==> config.mk <==
export PLATFORM = sky130hd
export DESIGN_NAME = tx_handoff_queue
export DESIGN_NICKNAME = d
export VERILOG_FILES = /design/src/rtl/tx_handoff_pkg.sv /design/src/rtl/tx_handoff_queue_sync_fifo.sv /design/src/rtl/tx_handoff_queue.sv
export SDC_FILE = /design/constraint.sdc
export NUM_CORES = 1
export LEC_CHECK = 0
export BUFFER_PORTS_ARGS = -buffer_cell sky130_fd_sc_hd__buf_4
export CAP_MARGIN = 20
export CORE_UTILIZATION = 25
export DETAILED_ROUTE_END_ITERATION = 7
export PLACE_DENSITY = 0.46
export SLEW_MARGIN = 20
export SYNTH_ARGS = -nofsm -noshare
export SYNTH_HDL_FRONTEND = slang
export SYNTH_HIERARCHICAL = 1
export SYNTH_SLANG_ARGS = --single-unit
==> constraint.sdc <==
create_clock -name REF_CLK -period 3.7 [get_ports REF_CLK]
set_input_delay 0.37 -clock REF_CLK [delete_from_list [all_inputs] [get_ports REF_CLK]]
set_output_delay 0.37 -clock REF_CLK [all_outputs]
set_load 0.01 [all_outputs]
==> src/rtl/tx_handoff_pkg.sv <==
// Shared types and default sizing for the REF_CLK-side TX byte handoff queue.
//   tx_state_e     : handoff sequencer states
//   DEF_*          : default parameter values used by tx_handoff_queue
package tx_handoff_pkg;

  localparam int unsigned DEF_DATA_WIDTH     = 8;
  localparam int unsigned DEF_FIFO_DEPTH     = 8;
  localparam int unsigned DEF_ADDR_WIDTH     = 3;
  localparam int unsigned DEF_HOLD_CYCLES    = 16;
  localparam int unsigned DEF_TIMEOUT_CYCLES = 255;
  localparam int unsigned DEF_CNT_WIDTH      = 8;

  typedef enum logic [1:0] {
    IDLE    = 2'd0,
    HOLD    = 2'd1,
    WAIT_HI = 2'd2,
    WAIT_LO = 2'd3
  } tx_state_e;

endpackage : tx_handoff_pkg

==> src/rtl/tx_handoff_queue_sync_fifo.sv <==
// Small synchronous FIFO; head entry is visible combinationally on rd_data.
//   REF_CLK, RST_REF : clock, async active-low reset
//   wr_en, wr_data   : push (ignored while full)
//   rd_en, rd_data   : pop (ignored while empty), head of queue
//   full, empty      : occupancy flags
//   count            : current occupancy, 0..FIFO_DEPTH
module sync_fifo #(
  parameter int unsigned DATA_WIDTH = 8,
  parameter int unsigned FIFO_DEPTH = 8,
  parameter int unsigned ADDR_WIDTH = 3
) (
  input  logic                  REF_CLK,
  input  logic                  RST_REF,
  input  logic                  wr_en,
  input  logic [DATA_WIDTH-1:0] wr_data,
  input  logic                  rd_en,
  output logic [DATA_WIDTH-1:0] rd_data,
  output logic                  full,
  output logic                  empty,
  output logic [ADDR_WIDTH:0]   count
);

  localparam int unsigned CW = ADDR_WIDTH + 1;

  logic [DATA_WIDTH-1:0] mem [FIFO_DEPTH];
  logic [ADDR_WIDTH-1:0] wr_ptr;
  logic [ADDR_WIDTH-1:0] rd_ptr;
  logic                  wr_ok;
  logic                  rd_ok;

  assign full    = (count == CW'(FIFO_DEPTH));
  assign empty   = (count == '0);
  assign wr_ok   = wr_en && !full;
  assign rd_ok   = rd_en && !empty;
  assign rd_data = mem[rd_ptr];

  // Pointers wrap naturally since FIFO_DEPTH is a power of two.
  always_ff @(posedge REF_CLK or negedge RST_REF) begin
    if (!RST_REF) begin
      wr_ptr <= '0;
      rd_ptr <= '0;
      count  <= '0;
    end else begin
      if (wr_ok) wr_ptr <= wr_ptr + ADDR_WIDTH'(1);
      if (rd_ok) rd_ptr <= rd_ptr + ADDR_WIDTH'(1);
      if (wr_ok && !rd_ok)      count <= count + CW'(1);
      else if (rd_ok && !wr_ok) count <= count - CW'(1);
    end
  end

  // Storage needs no reset; contents are only read behind a valid count.
  always_ff @(posedge REF_CLK) begin
    if (wr_ok) mem[wr_ptr] <= wr_data;
  end

endmodule : sync_fifo

==> src/rtl/tx_handoff_queue.sv <==
// Queues controller TX bytes and hands them one at a time to the REF->TX
// synchronizer as a level-held data/valid pair, paced by the TX busy flag.
//   REF_CLK, RST_REF : clock, async active-low reset
//   in_data/in_valid : byte + single-cycle push strobe from controller
//   in_ready         : queue not full (combinational)
//   tx_busy_sync     : transmitter busy, already in REF_CLK domain
//   tx_data/tx_valid : registered byte/level valid to synchronizer
//   fifo_count       : queue occupancy
//   overflow         : sticky, push attempted while full
//   tx_timeout       : sticky, busy never rose for a presented byte
module tx_handoff_queue
  import tx_handoff_pkg::*;
#(
  parameter int unsigned DATA_WIDTH     = DEF_DATA_WIDTH,
  parameter int unsigned FIFO_DEPTH     = DEF_FIFO_DEPTH,
  parameter int unsigned ADDR_WIDTH     = DEF_ADDR_WIDTH,
  parameter int unsigned HOLD_CYCLES    = DEF_HOLD_CYCLES,
  parameter int unsigned TIMEOUT_CYCLES = DEF_TIMEOUT_CYCLES,
  parameter int unsigned CNT_WIDTH      = DEF_CNT_WIDTH
) (
  input  logic                  REF_CLK,
  input  logic                  RST_REF,
  input  logic [DATA_WIDTH-1:0] in_data,
  input  logic                  in_valid,
  output logic                  in_ready,
  input  logic                  tx_busy_sync,
  output logic [DATA_WIDTH-1:0] tx_data,
  output logic                  tx_valid,
  output logic [ADDR_WIDTH:0]   fifo_count,
  output logic                  overflow,
  output logic                  tx_timeout
);

  localparam logic [CNT_WIDTH-1:0] HOLD_LAST    = CNT_WIDTH'(HOLD_CYCLES - 1);
  localparam logic [CNT_WIDTH-1:0] TIMEOUT_LAST = CNT_WIDTH'(TIMEOUT_CYCLES - 1);

  tx_state_e             state_q, state_d;
  logic [CNT_WIDTH-1:0]  cnt_q, cnt_d;
  logic                  busy_seen_q, busy_seen_d;
  logic [DATA_WIDTH-1:0] tx_data_q, tx_data_d;
  logic                  tx_valid_q, tx_valid_d;
  logic                  tx_timeout_q, tx_timeout_d;
  logic                  overflow_q;

  logic                  fifo_full;
  logic                  fifo_empty;
  logic [DATA_WIDTH-1:0] fifo_head;
  logic                  push;
  logic                  pop;

  // Room is judged before any same-cycle pop.
  assign in_ready = !fifo_full;
  assign push     = in_valid && !fifo_full;

  sync_fifo #(
    .DATA_WIDTH (DATA_WIDTH),
    .FIFO_DEPTH (FIFO_DEPTH),
    .ADDR_WIDTH (ADDR_WIDTH)
  ) u_fifo (
    .REF_CLK (REF_CLK),
    .RST_REF (RST_REF),
    .wr_en   (push),
    .wr_data (in_data),
    .rd_en   (pop),
    .rd_data (fifo_head),
    .full    (fifo_full),
    .empty   (fifo_empty),
    .count   (fifo_count)
  );

  // Handoff sequencer state and output registers.
  always_ff @(posedge REF_CLK or negedge RST_REF) begin
    if (!RST_REF) begin
      state_q      <= IDLE;
      cnt_q        <= '0;
      busy_seen_q  <= 1'b0;
      tx_data_q    <= '0;
      tx_valid_q   <= 1'b0;
      tx_timeout_q <= 1'b0;
    end else begin
      state_q      <= state_d;
      cnt_q        <= cnt_d;
      busy_seen_q  <= busy_seen_d;
      tx_data_q    <= tx_data_d;
      tx_valid_q   <= tx_valid_d;
      tx_timeout_q <= tx_timeout_d;
    end
  end

  // Next-state logic: present, hold, then wait for busy to rise and fall.
  always_comb begin
    state_d      = state_q;
    cnt_d        = cnt_q;
    busy_seen_d  = busy_seen_q;
    tx_data_d    = tx_data_q;
    tx_valid_d   = tx_valid_q;
    tx_timeout_d = tx_timeout_q;
    pop          = 1'b0;

    unique case (state_q)
      IDLE: begin
        if (!fifo_empty && !tx_busy_sync) begin
          pop         = 1'b1;
          tx_data_d   = fifo_head;
          tx_valid_d  = 1'b1;
          cnt_d       = '0;
          busy_seen_d = 1'b0;
          state_d     = HOLD;
        end
      end
      HOLD: begin
        cnt_d       = cnt_q + CNT_WIDTH'(1);
        busy_seen_d = busy_seen_q || tx_busy_sync;
        if (cnt_q == HOLD_LAST) begin
          tx_valid_d = 1'b0;
          cnt_d      = '0;
          state_d    = (busy_seen_q || tx_busy_sync) ? WAIT_LO : WAIT_HI;
        end
      end
      WAIT_HI: begin
        cnt_d = cnt_q + CNT_WIDTH'(1);
        if (tx_busy_sync) begin
          cnt_d   = '0;
          state_d = WAIT_LO;
        end else if (cnt_q == TIMEOUT_LAST) begin
          // Transmitter never took the byte; drop it and move on.
          cnt_d        = '0;
          tx_timeout_d = 1'b1;
          state_d      = IDLE;
        end
      end
      WAIT_LO: begin
        if (!tx_busy_sync) state_d = IDLE;
      end
      default: state_d = IDLE;
    endcase
  end

  // Sticky overflow on any push attempt against a full queue.
  always_ff @(posedge REF_CLK or negedge RST_REF) begin
    if (!RST_REF)                  overflow_q <= 1'b0;
    else if (in_valid && fifo_full) overflow_q <= 1'b1;
  end

  assign tx_data    = tx_data_q;
  assign tx_valid   = tx_valid_q;
  assign tx_timeout = tx_timeout_q;
  assign overflow   = overflow_q;

endmodule : tx_handoff_queue

==> reports/results.ini <==
[floorplanning]
ios = 28
dieWidth_um = 133.8
die_area_um2 = 17890
coreArea_um2 = 16760
die_height_um = 133.8
num_rows = 47
initial_utilization = 0.2590

[clock_tree]
cts_root_buf = clkbuf_16
cts_buffers = 9
cts_max_level = 3
clock_path_buffers = 2
clk_pin_slew_ns = 0.07
clock_latency_ns = 0.35
post-cts-setup-buffer-count = 0
clock-sinks = 96
cts_resized = 0
cts_tree = yes

[pwr]
leakage_nw = 1.887
p_int_mw = 2.591
clock_power_share = 0.247
ir_worst_vdd_v = 0.0002493
p_sw_frac = 0.3323
pwr-share-comb = 0.325
power_switching_mw = 1.290
pwr-share-seq = 0.429
power_density_nw_per_um2 = 757.8

[yosys]
synth_cell_types = 53
netlist_area_um2 = 4340
ys_ff_latch = 96
synth_area_per_cell_um2 = 15.90
synthCells = 273
ys_seq_area_frac = 0.6273
syn-num-nets = 297
ys_warn_count = 6

[flow_run]
cap_violations = 0

[routing]
ant_nets = 0
num_vias = 2453
dr.pass1.iters = 4
drt-vias-per-instance = 4.594
post_drt_wl_per_cell_um = 16.58
wirelength_um = 8855
drtIter0Drc = 141
drc = 0

[layout]
final_common_cell = edfxtp_1
drive_above_1_share = 0.2389
final_cell_mix = 64 x edfxtp_1, 33 x buf_4, 32 x dfrtp_1
n_antenna_cell = 0
syn_to_final_growth_pct = 17.99
final_nets = 333
fill_cells = 1644
final_util = 0.3056
final_cells = 534

[setup_path]
ff2ff_path_depth = 9
endpoint_kind = flip-flop
required_ns = 3.93
worstSetupStartpoint = u_fifo/count[0]$_DFFE_PN0P_
path_delay_family = simple AND/OR/NAND/NOR gates
critPathMaxFanout = 8
max_stage_delay_ns = 0.61
r2r-start = u_fifo/count[0]$_DFFE_PN0P_
r2r_slack_ns = 0.62
critPathArrivalTime_ns = 3.31
path_buf_inv = 1
r2r-end = u_fifo/count[3]$_DFFE_PN0P_
crit_chain = nor4_1 > nor3b_2 > o41ai_4 > ha_1 > inv_1 > ha_1 > or4_1 > o211ai_1 > o211ai_1
slowest_stage = nor4_1
path_class = reg -> reg
critPathLaunchType = flip-flop
cp-endpoint = u_fifo/count[3]$_DFFE_PN0P_
cp.depth = 9

[global_route]
track_usage = 0.1076
met2_usage = 0.1724
use_met1 = 0.1359
antenna_found_initial = 0
gr-total-overflow = 0
grt_max_degree = 33
grt_pass1_vias = 2544
grt.met3_usage = 0.03653
grt_pass1_wl_um = 14210
top_usage_layer = met2

[sta]
hold_viol = 0
max_freq_mhz = 324.4
tns_ns = 0
worst_slew_pin_slew_ns = 0.9737
rsz0062_at_grt = no
timing.slew.headroom = 0.3509
clock_skew_ns = 0.006107
fin_crit_sh = 0.8332
min_period_ns = 3.083
report.final.slew_viol_count = 0
setup_viol = 0

[outcome]
outcome = finished, final reports clean

[placement]
routabilityCongestion = 0.7914
detailed_place_hpwl_um = 5763
dp_cells = 517
io_buffers = 27

[worst_hold_path]
hold_path.class = in -> reg

-- Yosys cell counts (all sizes together) --
cell,instances,area share
edfxtp,64,0.44
dfrtp,32,0.18
mux2,20,0.052
nand2,17,0.015
mux4,16,0.097
nor2,13,0.011
inv,12,0.010
ha,11,0.032
a21oi,8,0.010
buf,7,0.013
nand3,7,0.0081
o21ai,7,0.0081
o211ai,5,0.0086
xnor2,5,0.010
o311ai,4,0.0081
and3,3,0.0043
nor2b,3,0.0043
nor3,3,0.0035
nor4,3,0.0078
o21a,3,0.0052
a21o,2,0.0035
clkbuf,2,0.0017
nand2b,2,0.0029
nand3b,2,0.0035
nor3b,2,0.0046
nor4b,2,0.0055
o2111ai,2,0.0040
a2111o,1,0.0026
a21boi,1,0.0017
a2bb2oi,1,0.0020
and4,1,0.0020
fa,1,0.0046
mux2i,1,0.0023
nand4,1,0.0014
o211a,1,0.0023
o221ai,1,0.0020
o31ai,1,0.0017
o41ai,1,0.0063
or2,1,0.0014
or3,1,0.0014
or4,1,0.0017
or4b,1,0.0032
xor2,1,0.0020
-- how the worst min path moves through the flow --
| stage | from | end | slack (ns) | cells past startpoint |
|---|---|---|---|---|
| 2_1_floorplan | RST_REF | busy_seen_q$_DFFE_PN0P_ | 0.07 | 0 |
| 3_3_place_gp | RST_REF | state_q[1]$_DFFE_PN0P_ | 0.36 | 1 |
| 3_5_place_dp | RST_REF | state_q[1]$_DFFE_PN0P_ | 0.36 | 1 |
| 4_1_cts | in_valid | overflow$_DFFE_PN0P_ | 0.22 | 2 |
| 5_1_grt | in_valid | overflow$_DFFE_PN0P_ | 0.22 | 2 |
| 6_report | in_valid | overflow$_DFFE_PN0P_ | 0.23 | 2 |
-- kinds of logic after synthesis --
family                   count (synthesis)  synth area share
multiplexers                            37            0.1511
AO/OA/AOI/OAI                           38           0.06630
AND/OR/NAND/NOR                         63           0.08216
buffers and inverters                   21           0.02479
XOR/XNOR                                 6           0.01211
adder cells (fa/ha/maj)                 12           0.03632
flip-flops                              96            0.6273
-- power by group through the flow --
stage,combinational [mW],clock (mW),sequential [mW]
floorplan,0.959,0,1.57
global placement,1.25,0,1.69
detailed placement,1.26,0,1.70
CTS,1.27,1.00,1.67
global route,1.38,1.05,1.71
finish,1.26,0.958,1.66
-- cell type report --
class | instances | area, µm² | area share
Clock buffer | 10 | 229.0 | 0.04471
Clock inverter | 6 | 76.32 | 0.01490
Inverter | 12 | 45.04 | 0.008796
Multi-Input combinational cell | 156 | 1515 | 0.2959
Sequential cell | 96 | 2723 | 0.5316
Tap cell | 220 | 275.3 | 0.05375
Timing Repair Buffer | 34 | 257.7 | 0.05033
-- flip-flops by register name (all words and copies together) (netlist names), 2 cells and up --
register	cells
cnt_q	8
state_q	2
tx_data	8
u_fifo/count	4
u_fifo/mem	64
u_fifo/rd_ptr	3
u_fifo/wr_ptr	3
-- repair_timing --
item                                   in CTS  in global routing
hold buffers                                1                  0
endpoints found under the hold margin      32                  0
setup endpoints to repair                   0                  0
-- per-stage QoR --
step	hold WS, ns	worst slack, ns	total power [mW]	area, µm²
2_1_floorplan	0.07441	0.8161	2.534	4340
3_3_place_gp	0.3576	0.7151	2.942	4806
3_5_place_dp	0.3589	0.6345	2.960	4806
4_1_cts	0.2153	0.6177	3.949	5121
5_1_grt	0.2171	0.3566	4.132	5121
6_report	0.2345	0.6170	3.881	5121
-- worst reg2reg max path: cells and delay by family (launching register included) --
family,cells,cell delay [ns]
buffers and inverters,1,0.13
DFF,1,0.51
and+or+nand+nor,3,1.31
AOI/OAI and AO/OA,3,0.33
adders and majority gates,2,0.69
-- layer usage --
layer,vias up,part of all wire
met5,-,0
met4,0,0.011
met3,7,0.041
met2,52,0.50
met1,1254,0.45
li1,1140,-
Power figures use the tool's default switching activity.
